## src/rtl/pet2001_key_pkg.sv

```systemverilog
// Shared types and constants for the PET 2001 UART keyboard scheduler:
// FSM state encoding, the shift-key position and the key-code record.
package pet2001_key_pkg;

    typedef enum logic [2:0] {
        IDLE,
        LOOKUP,
        SHIFT_LEAD,
        PRESS,
        RELEASE,
        GAP
    } state_t;

    // Left shift lives at row 8, column 0 of the PET matrix
    localparam logic [3:0] SHIFT_ROW = 4'd8;
    localparam logic [2:0] SHIFT_COL = 3'd0;
    localparam logic [3:0] NUM_ROWS  = 4'd10;

    typedef struct packed {
        logic       valid;
        logic       shift;
        logic [3:0] row;
        logic [2:0] col;
    } key_code_t;

    // Build an unshifted, valid key code for a matrix position
    function automatic key_code_t key_at(input logic [3:0] row, input logic [2:0] col);
        key_code_t k;
        k.valid = 1'b1;
        k.shift = 1'b0;
        k.row   = row;
        k.col   = col;
        return k;
    endfunction

endpackage

```

## src/rtl/pet2001_ascii_map.sv

```systemverilog
// ASCII byte to PET 2001 keyboard matrix translation (purely combinational).
// Upper-case letters, digits and the punctuation printed on the PET keys are
// unshifted; lower-case letters and !"#$%&'() are produced with shift held.
module pet2001_ascii_map
    import pet2001_key_pkg::*;
(
    input  logic [7:0] data,
    output key_code_t  code
);

    logic [7:0] base;
    logic       shifted;

    // Fold shifted characters onto their base key, then look up the matrix position
    always_comb begin
        base    = data;
        shifted = 1'b0;
        if (data >= 8'h61 && data <= 8'h7A) begin
            base    = data - 8'h20;
            shifted = 1'b1;
        end else if (data >= 8'h21 && data <= 8'h29) begin
            base    = data + 8'h10;
            shifted = 1'b1;
        end

        code = '0;
        case (base)
            8'h08: code = key_at(4'd1, 3'd7);          // DEL
            8'h0A: code = key_at(4'd6, 3'd5);          // LF -> RETURN
            8'h0D: code = key_at(4'd6, 3'd5);          // RETURN
            8'h20: code = key_at(4'd9, 3'd2);
            8'h2A: code = key_at(4'd5, 3'd7);
            8'h2B: code = key_at(4'd7, 3'd7);
            8'h2C: code = key_at(4'd7, 3'd3);
            8'h2D: code = key_at(4'd8, 3'd7);
            8'h2E: code = key_at(4'd9, 3'd6);
            8'h2F: code = key_at(4'd3, 3'd7);
            8'h30: code = key_at(4'd8, 3'd6);
            8'h31: code = key_at(4'd6, 3'd6);
            8'h32: code = key_at(4'd7, 3'd6);
            8'h33: code = key_at(4'd6, 3'd7);
            8'h34: code = key_at(4'd4, 3'd6);
            8'h35: code = key_at(4'd5, 3'd6);
            8'h36: code = key_at(4'd4, 3'd7);
            8'h37: code = key_at(4'd2, 3'd6);
            8'h38: code = key_at(4'd3, 3'd6);
            8'h39: code = key_at(4'd2, 3'd7);
            8'h3A: code = key_at(4'd5, 3'd4);
            8'h3B: code = key_at(4'd6, 3'd4);
            8'h3C: code = key_at(4'd9, 3'd3);
            8'h3D: code = key_at(4'd9, 3'd7);
            8'h3E: code = key_at(4'd8, 3'd4);
            8'h3F: code = key_at(4'd7, 3'd4);
            8'h40: code = key_at(4'd8, 3'd1);
            8'h41: code = key_at(4'd4, 3'd0);
            8'h42: code = key_at(4'd6, 3'd2);
            8'h43: code = key_at(4'd6, 3'd1);
            8'h44: code = key_at(4'd4, 3'd1);
            8'h45: code = key_at(4'd2, 3'd1);
            8'h46: code = key_at(4'd5, 3'd1);
            8'h47: code = key_at(4'd4, 3'd2);
            8'h48: code = key_at(4'd5, 3'd2);
            8'h49: code = key_at(4'd3, 3'd3);
            8'h4A: code = key_at(4'd4, 3'd3);
            8'h4B: code = key_at(4'd5, 3'd3);
            8'h4C: code = key_at(4'd4, 3'd4);
            8'h4D: code = key_at(4'd6, 3'd3);
            8'h4E: code = key_at(4'd7, 3'd2);
            8'h4F: code = key_at(4'd2, 3'd4);
            8'h50: code = key_at(4'd3, 3'd4);
            8'h51: code = key_at(4'd2, 3'd0);
            8'h52: code = key_at(4'd3, 3'd1);
            8'h53: code = key_at(4'd5, 3'd0);
            8'h54: code = key_at(4'd2, 3'd2);
            8'h55: code = key_at(4'd2, 3'd3);
            8'h56: code = key_at(4'd7, 3'd1);
            8'h57: code = key_at(4'd3, 3'd0);
            8'h58: code = key_at(4'd7, 3'd0);
            8'h59: code = key_at(4'd3, 3'd2);
            8'h5A: code = key_at(4'd6, 3'd0);
            8'h5B: code = key_at(4'd9, 3'd1);
            8'h5C: code = key_at(4'd1, 3'd3);
            8'h5D: code = key_at(4'd8, 3'd2);
            default: code = '0;
        endcase

        if (code.valid) begin
            code.shift = shifted;
        end
    end

endmodule

```

## src/rtl/pet2001_key_sched.sv

```systemverilog
// PET 2001 keyboard scheduler: queues UART bytes and replays each one as a
// timed key press on the emulated keyboard matrix (optional shift lead,
// press, shift release, key-up gap). One byte is in flight at a time.
// Optional feature: define PET2001_KEY_SCHED_LF_DROP_EN to discard 0x0A at
// the FIFO input instead of typing it as RETURN.
module pet2001_key_sched
    import pet2001_key_pkg::*;
#(
    parameter int HOLD_CYCLES = 2000000,
    parameter int GAP_CYCLES  = 1000000,
    parameter int FIFO_DEPTH  = 16
) (
    input  logic       clk,
    input  logic       reset,
    input  logic [7:0] uart_data,
    input  logic       uart_strobe,
    input  logic [3:0] keyrow,
    output logic [7:0] keyin,
    output logic       busy,
    output logic       overflow
);

    localparam int AW   = $clog2(FIFO_DEPTH);
    localparam int MAXC = (HOLD_CYCLES > GAP_CYCLES) ? HOLD_CYCLES : GAP_CYCLES;
    localparam int CW   = $clog2(MAXC + 1);

    // Counters load duration-1 so a state lasts exactly its duration
    localparam logic [CW-1:0] HOLD_LD = CW'(HOLD_CYCLES - 1);
    localparam logic [CW-1:0] GAP_LD  = CW'(GAP_CYCLES - 1);
    localparam logic [CW-1:0] CNT_ONE = CW'(1);
    localparam logic [AW:0]   PTR_ONE = (AW + 1)'(1);

    logic [7:0]    mem [FIFO_DEPTH];
    logic [AW:0]   wr_ptr, rd_ptr;
    logic          fifo_empty, fifo_full;
    logic          byte_ok, push_req, push, pop, drop;

    state_t        state, nxt_state;
    logic [CW-1:0] cnt, nxt_cnt;
    logic [7:0]    cur_byte;
    key_code_t     code;
    logic          key_on, shift_on;
    logic [7:0]    cols;

`ifdef PET2001_KEY_SCHED_LF_DROP_EN
    assign byte_ok = (uart_data != 8'h0A);
`else
    assign byte_ok = 1'b1;
`endif

    assign fifo_empty = (wr_ptr == rd_ptr);
    assign fifo_full  = (wr_ptr[AW] != rd_ptr[AW]) && (wr_ptr[AW-1:0] == rd_ptr[AW-1:0]);

    // A pop in the same cycle frees a slot, so a full FIFO still accepts the byte
    assign pop      = (state == IDLE) && !fifo_empty;
    assign push_req = uart_strobe && byte_ok;
    assign push     = push_req && (!fifo_full || pop);
    assign drop     = push_req && fifo_full && !pop;

    assign busy = (state != IDLE) || !fifo_empty;

    pet2001_ascii_map u_map (
        .data (cur_byte),
        .code (code)
    );

    // FIFO pointers and the sticky overflow flag
    always_ff @(posedge clk or posedge reset) begin
        if (reset) begin
            wr_ptr   <= '0;
            rd_ptr   <= '0;
            overflow <= 1'b0;
        end else begin
            if (push) wr_ptr <= wr_ptr + PTR_ONE;
            if (pop)  rd_ptr <= rd_ptr + PTR_ONE;
            if (drop) overflow <= 1'b1;
        end
    end

    // FIFO storage and the in-flight byte (data only, no reset needed)
    always_ff @(posedge clk) begin
        if (push) mem[wr_ptr[AW-1:0]] <= uart_data;
        if (pop)  cur_byte <= mem[rd_ptr[AW-1:0]];
    end

    // FSM state and duration counter registers
    always_ff @(posedge clk or posedge reset) begin
        if (reset) begin
            state <= IDLE;
            cnt   <= '0;
        end else begin
            state <= nxt_state;
            cnt   <= nxt_cnt;
        end
    end

    // Next-state logic: each timed state exits when its counter reaches zero
    always_comb begin
        nxt_state = state;
        nxt_cnt   = (cnt != '0) ? cnt - CNT_ONE : cnt;
        case (state)
            IDLE: begin
                if (!fifo_empty) nxt_state = LOOKUP;
            end
            LOOKUP: begin
                if (!code.valid) begin
                    nxt_state = IDLE;
                end else if (code.shift) begin
                    nxt_state = SHIFT_LEAD;
                    nxt_cnt   = GAP_LD;
                end else begin
                    nxt_state = PRESS;
                    nxt_cnt   = HOLD_LD;
                end
            end
            SHIFT_LEAD: begin
                if (cnt == '0) begin
                    nxt_state = PRESS;
                    nxt_cnt   = HOLD_LD;
                end
            end
            PRESS: begin
                if (cnt == '0) begin
                    nxt_state = RELEASE;
                    nxt_cnt   = code.shift ? GAP_LD : '0;
                end
            end
            RELEASE: begin
                if (cnt == '0) begin
                    nxt_state = GAP;
                    nxt_cnt   = GAP_LD;
                end
            end
            GAP: begin
                if (cnt == '0) nxt_state = IDLE;
            end
            default: begin
                nxt_state = IDLE;
                nxt_cnt   = '0;
            end
        endcase
    end

    assign key_on   = (state == PRESS);
    assign shift_on = (state == SHIFT_LEAD) ||
                      (((state == PRESS) || (state == RELEASE)) && code.shift);

    // Column pattern for the row being scanned (active-high before inversion)
    always_comb begin
        cols = '0;
        if (keyrow < NUM_ROWS) begin
            if (key_on && (code.row == keyrow)) cols[code.col] = 1'b1;
            if (shift_on && (keyrow == SHIFT_ROW)) cols[SHIFT_COL] = 1'b1;
        end
    end

    // Registered active-low column return
    always_ff @(posedge clk or posedge reset) begin
        if (reset) begin
            keyin <= 8'hFF;
        end else begin
            keyin <= ~cols;
        end
    end

endmodule

```

## config.mk

```make
export PLATFORM = sky130hd
export DESIGN_NAME = pet2001_key_sched
export DESIGN_NICKNAME = d
export VERILOG_FILES = /design/src/rtl/pet2001_key_pkg.sv /design/src/rtl/pet2001_ascii_map.sv /design/src/rtl/pet2001_key_sched.sv
export SDC_FILE = /design/constraint.sdc
export NUM_CORES = 1
export LEC_CHECK = 0
export CAP_MARGIN = 0
export CORE_ASPECT_RATIO = 0.5
export CORE_MARGIN = 2
export CORE_UTILIZATION = 40
export CTS_BUF_LIST = sky130_fd_sc_hd__clkbuf_16
export DETAILED_ROUTE_END_ITERATION = 8
export MAX_ROUTING_LAYER = met4
export SLEW_MARGIN = 20
export SYNTH_ARGS = -nofsm -noshare
export SYNTH_HDL_FRONTEND = slang
export SYNTH_SLANG_ARGS = --single-unit
```

## constraint.sdc

```tcl
create_clock -name clk -period 4.5 [get_ports clk]
set_input_delay 0.45 -clock clk [delete_from_list [all_inputs] [get_ports clk]]
set_output_delay 0.45 -clock clk [all_outputs]
set_load 0.05 [all_outputs]
```

**After elaboration in Yosys (flattened, before gate mapping)**

Memories as Yosys holds them, arrays and structs flattened. A register that Yosys moved wholly into a read port is not among the register bits.
Index checks and enable logic that the tools add are counted.

- Shift operators: 0
- $add $sub $neg: 5
- $mul: 0
- Divide/modulo/power cells: 0
- Reduce and logical (&&, ||, !) cells: 24
- Eq/ne operators: 15
- Bitwise operators: 1
- $lt $le $gt $ge: 7
- Muxes and demuxes: 29

Operators with widths:

| cell | number |
|---|---|
| $mux W21 | 6 |
| $pmux W21 S5 | 1 |
| $mux W8 | 4 |
| $logic_not A21 Y1 | 1 |
| $reduce_bool A21 Y1 | 1 |
| $sub A21 B1 Y21 const B | 1 |
| $mux W20 | 1 |
| $pmux W3 S6 | 1 |
| $mux W3 | 5 |
| $logic_and A1 B1 Y1 | 11 |
| $add A5 B1 Y5 const B | 2 |
| $mux W9 | 1 |
| $add A8 B5 Y8 const B | 1 |
| $eq A4 B4 Y1 | 2 |
| $ge A8 B6 Y1 const B | 1 |
| $ge A8 B7 Y1 const B | 1 |
| $le A8 B6 Y1 const B | 1 |
| $le A8 B7 Y1 const B | 1 |
| $mux W1 | 8 |
| $ne A2 B2 Y1 const B | 4 |
| $not A8 Y8 | 1 |
| $sub A8 B6 Y8 const B | 1 |
| $eq A3 B2 Y1 const B | 2 |
| $eq A3 B3 Y1 const B | 2 |
| other kinds (16) | 21 |

- Memories kept: 2
- Word-level logic and storage cells: 89
- ROM bits: 1024
- Input port bits: 15
- Register bits: 43
- Bits in latches: 0
- Memory bits (writable): 128

Memory list:

| memory | depth | bits a word | read ports | clocked after Yosys merged registers in | wr ports | line | text |
|---|---|---|---|---|---|---|---|
| (name not given) | 128 | 8 | 1 | 0 | 0 | pet2001_ascii_map.sv:27 | `case (base)` |
| mem | 16 | 8 | 1 | 1 | 1 | pet2001_key_sched.sv:33 | `logic [7:0] mem [FIFO_DEPTH];` |

**Longest topological paths before layout**

An unclocked memory read counts as a cell.

- Depth after elaboration: 14
- Gate-level depth with buffers: 15
- Gate-level depth less buffers: 11

**Hierarchy**

From an unflattened synthesis, not the netlist that was laid out.

- Cell total of the unflattened synthesis: 644
- Area total of the unflattened synthesis: 8754.6 um2

Modules (own cells, without submodules):

| module | area each (um2) | times used | cells each |
|---|---|---|---|
| pet2001_key_sched | 7647.3 | 1 | 478 |
| pet2001_ascii_map | 1107.3 | 1 | 166 |

**Worst setup path after synthesis**

OpenSTA, ideal clock, no wires.

- Path kind: register to register
- From: reg cur_byte[1], read port of mem
- To: reg keyin[3]
- Setup slack: 0.910 ns
- Stages on the path, launching flop included: 14
- Clock period less this slack: 3.590 ns
- Data required time: 4.396 ns
- Library setup time: 0.104 ns
- Arrival: 3.486 ns
- Cell sequence: edfxtp_1 clkbuf_1 inv_1 ha_1 or4b_4 a21oi_4 o31ai_2 o21ba_1 buf_6 a222oi_1 mux2i_1 or4_4 nor3_1 nand3_1

- Cells in the longest elaborated chain, start to end: 13

RTL lines:

| item | line | text |
|---|---|---|
| from (decl) | pet2001_key_sched.sv:40 | `logic [7:0] cur_byte;` |
| $ge A8 B6 Y1 or $le A8 B6 Y1 (tied branches) | pet2001_ascii_map.sv:21 | `end else if (data >= 8'h21 && data <= 8'h29) begin` |
| $logic_and A1 B1 Y1 | pet2001_ascii_map.sv:21 |  |
| $mux W8 | pet2001_ascii_map.sv:21 |  |
| $mux W8 (*) | pet2001_ascii_map.sv:18 | `if (data >= 8'h61 && data <= 8'h7A) begin` |
| $mem_v2 Z128 W8 | n/a |  |
| $mux W9 (*) | pet2001_ascii_map.sv:27 |  |
| $lt A3 B4 Y1 (implied by the code) or $ge A3 B1 Y1 (tied branches) | pet2001_key_sched.sv:152 | `if (key_on && (code.row == keyrow)) cols[code.col] = 1'b1;` |
| $logic_and A1 B1 Y1 (implied by the code) | pet2001_key_sched.sv:152 |  |
| $mux W1 (implied by the code) | pet2001_key_sched.sv:152 |  |
| $demux W1 S3 | pet2001_key_sched.sv:152 |  |
| $mux W8 (*) | pet2001_key_sched.sv:152 |  |
| $mux W8 (*) | pet2001_key_sched.sv:151 | `if (keyrow < NUM_ROWS) begin` |
| $not A8 Y8 (*) | pet2001_key_sched.sv:162 | `keyin <= ~cols;` |
| to (signal assigned) | pet2001_key_sched.sv:162 |  |
| to (decl) | pet2001_key_sched.sv:18 | `output logic [7:0] keyin,` |

Every way passes the cells marked *; elsewhere a longest branch is shown, timed or not.
A chain may end at the register's enable or synchronous reset.

**Worst setup path after layout**

- From: reg cur_byte[1], read port of mem
- To: reg keyin[0]

- Cells in the longest elaborated chain, start to end: 14

RTL lines:

| item | line | text |
|---|---|---|
| $ge A8 B6 Y1 or $le A8 B6 Y1 (tied branches) | pet2001_ascii_map.sv:21 |  |
| $logic_and A1 B1 Y1 | pet2001_ascii_map.sv:21 |  |
| $mux W8 | pet2001_ascii_map.sv:21 |  |
| $mux W8 | pet2001_ascii_map.sv:18 |  |
| $mem_v2 Z128 W8 | n/a |  |
| $mux W9 | pet2001_ascii_map.sv:27 |  |
| $lt A3 B4 Y1 (implied by the code) or $ge A3 B1 Y1 (tied branches) | pet2001_key_sched.sv:152 |  |
| $logic_and A1 B1 Y1 (implied by the code) | pet2001_key_sched.sv:152 |  |
| $mux W1 (implied by the code) | pet2001_key_sched.sv:152 |  |
| $demux W1 S3 | pet2001_key_sched.sv:152 |  |
| $mux W8 | pet2001_key_sched.sv:152 |  |
| $mux W1 (*) | pet2001_key_sched.sv:153 | `if (shift_on && (keyrow == SHIFT_ROW)) cols[SHIFT_COL] = 1'b1;` |
| $mux W8 (*) | pet2001_key_sched.sv:151 |  |
| $not A8 Y8 (*) | pet2001_key_sched.sv:162 |  |

Marked as above.

==> summary.md <==
| Metric | Value |
|---|---|
| Worst skew pair latency | 430 ps |
| Die footprint | 24,000 um^2 |
| Switching Fraction | 37.3% |
| Clock root cell | clkbuf_16 |
| Crit Path Max Fanout | 12 |
| DR iter-0 viols | a little over 600 |
| Cell taking the most area after synthesis | edfxtp_1 |
| Share of cells above drive strength 1 | 16.3% |
| Psw | 2.33 mW |
| CTS clock-pin slew for the worst setup and hold paths | 70 ps |
| Resize count post-CTS | 0 |
| Top-count cell post-synth | edfxtp_1 |
| Setup TNS | 0 ps |
| Die Y | 111 um |
| Number of global-route vias before repair | 5,648 |
| Leak Pwr | 3.51 nW |
| Number of antenna repair diodes | 0 |
| Largest net degree at the start of global routing | 44 |
| Clock Path Buffers | 2 |
| Via count | between 5,000 and 6,000 |
| # H-tree levels | 4 |
| Yosys top cell area share | around 45% |
| Row count | 38 |
| Syn nets | 724 |
| CP required | 4820 ps |
| Initial antenna violation count | 0 |
| EDFF count, synth | 136 |
| Pint | ~3.9 mW |
| Reg2reg start | cur_byte[1] |
| Total chip power | 6.27 mW |
| Nets | 741 |
| Post-CTS setup buffers | 0 |
| Status | complete, no violations |
| Hold Buf Count CTS | 0 |
| Worst reg-to-reg path cell count | 11 |
| Max_slew headroom | a little under two fifths |
| Period utilization | 91.0% |
| Vias/cell | 5.71 |
| Post-Syn Instances | slightly below 700 |
| Startpoint Class | flip-flop |
| Top post-synthesis cells by area | edfxtp_1, mux4_2, dfrtp_1, ha_1, dfstp_2 |
| Min Hold Slack | 491 ps |
| F_max | 244 MHz |
| Worst hold path cell count | 1 |
| Critical path endpoint category | flip-flop |
| Peak supply drop | 0.000304 V |
| Fillers | 1,964 |
| CTS buffer count | 17 |
| Min-Delay Path Class | reg -> reg |
| Die Width | 217 um |
| Clock sinks | about 180 |
| CP startpoint | cur_byte[1] |
| Most common library cells after synthesis | edfxtp_1, nor2_1, mux4_2 |
| # port buffers | 24 |
| Clock power frac | 23.3% |
| Most used DFF post-synth | edfxtp_1 |
| First-pass GRT wire length | 31,700 um |
| Synth-to-Final Area Change | 12.6% |
| CTS tree | yes |
| Area of the mapped netlist | between 9000 and 10,000 um^2 |
| Seq pwr share | 37.5% |
| PD cells | roughly 600 nW/um^2 |
| FF+latch count, synth | 179 |
| Endpoints failing hold | 0 |
| Hold Path Sink | overflow |
| Floorplan core area | 22,000 um^2 |
| Avg Inst Size Synth | 13.2 um^2 |
| Routed wire length per instance | between 15 and 20 um |
| Post-route ant nets | 0 |
| Least-Margin Pin Slew | 937 ps |
| Hold Crit Start | overflow |
| DRT Wirelength | just under 20,000 um |
| Fraction of registers with async set/reset | 24.0% |
| Post-route minimum period | 4100 ps |
| Crit path DAT | 4420 ps |
| CP Class | reg -> reg |
| Drt pass-1 iters | 5 |
| Clock Skew | 12.4 ps |
| Io pins | 25 |
| Gpl congestion | 0.882 |
| Starting Density | 41.4% |
| Final setup vio count | 0 |
| Flop-to-flop setup slack | between 400 and 500 ps |
| Drt drc | 0 |
| Total global-route track usage | 17.2% |
| Max Transition Viols Final | 0 |
| RSZ-0062 raised after global routing | no |
| Register area share after synthesis | 56.9% |
| Gate power share | 39.2% |
| Max-cap violations | 0 |
| Library cells used by synthesis | 73 |
| GRT overflow | 0 |
| DP Wirelength | between 10,000 and 15,000 um |
| Ys Warns | 0 |
| Worst r2r dst | keyin[0] |
## worst max-delay path, cell delays in order (launching register included)
cell and delay, ps:
edfxtp_1 620, inv_1 230, ha_1 310, or4b_4 540, a21oi_4 230, nor3b_1 110
a311oi_2 650, o31ai_1 170, o32ai_1 590, nand4b_1 190, o31ai_2 180, a31oi_1 160
## how the worst max path moves through the flow
stage	end	slack [ps]	cells after the start
finish	keyin[0]	400	11
global route	keyin[4]	100	11
detailed placement	keyin[0]	280	11
CTS	keyin[0]	270	11
floorplan	keyin[3]	910	13
global placement	keyin[1]	430	11
## cell families (layout without fill, tap and decap cells)
family,Yosys count,after routing,share of synthesized area (%)
AO/OA/AOI/OAI,146,146,11.8
AND/OR/NAND/NOR,200,200,11.6
flip-flops,179,179,56.9
multiplexers,50,50,11.2
buffers and inverters,62,92,2.75
adder cells (fa/ha/maj),20,20,2.75
XOR/XNOR,32,32,3.08
## power groups by stage
stage	combinational (mW)	sequential [mW]	clock [mW]
floorplan	1.89	2.30	0
global placement	2.43	2.37	0
detailed placement	2.45	2.38	0
CTS	2.45	2.35	1.49
global route	2.69	2.39	1.57
finish	2.46	2.35	1.46
## cell usage in the layout, fill, tap and decap left out, drive strengths merged, types with 6 or more instances in the layout
master,instances
buf,12
nor2,42
a21oi,23
nand4,9
a211oi,10
a21o,9
dfrtp,35
nor2b,7
or3,9
nand2b,7
inv,32
clkdlybuf4s50,24
dfstp,8
clkbuf,17
o21ai,26
mux2i,7
o211ai,11
nand3,15
nor3,28
nand2,34
nor4,6
a31oi,10
xor2,10
xnor2,22
mux4,41
edfxtp,136
ha,20
and2,21
## routing by layer
metal | vias to the layer above | routed length (um) | GRT usage, %
met5 | - | 0 | -
met4 | 0 | 120 | 3.56
met3 | 10 | 859 | 3.17
met2 | 149 | 9120 | 26.3
met1 | 2940 | 9390 | 24.3
li1 | 2722 | - | -
## state kept, by name (all words and copies together), names as in the netlist
register / cells
cur_byte: 8
rd_ptr: 5
keyin: 8
wr_ptr: 5
state: 3
cnt: 21
overflow: 1
mem: 128
## area by class of cell
class | count | area, um^2 | share of cell area, %
clock inverter | 15 | 159 | 1.55
tap | 300 | 375 | 3.67
timing repair buffer | 36 | 330 | 3.23
sequential | 179 | 5170 | 50.6
inverter | 24 | 90.1 | 0.881
clock buffer | 17 | 425 | 4.16
multi-input combinational | 448 | 3680 | 36.0
## through the flow
stage               worst slack (ps)  utilization [%]  instances  instance area, um^2
floorplan                        910                -        689                 9090
global placement                 426             43.9        987                 9630
detailed placement               283             43.9        987                 9630
CTS                              274             46.5       1019                10200
global route                     101             46.6       1019                10200
finish                           404             46.6       1019                10200
No activity file was read; power rests on OpenSTA's default activity.
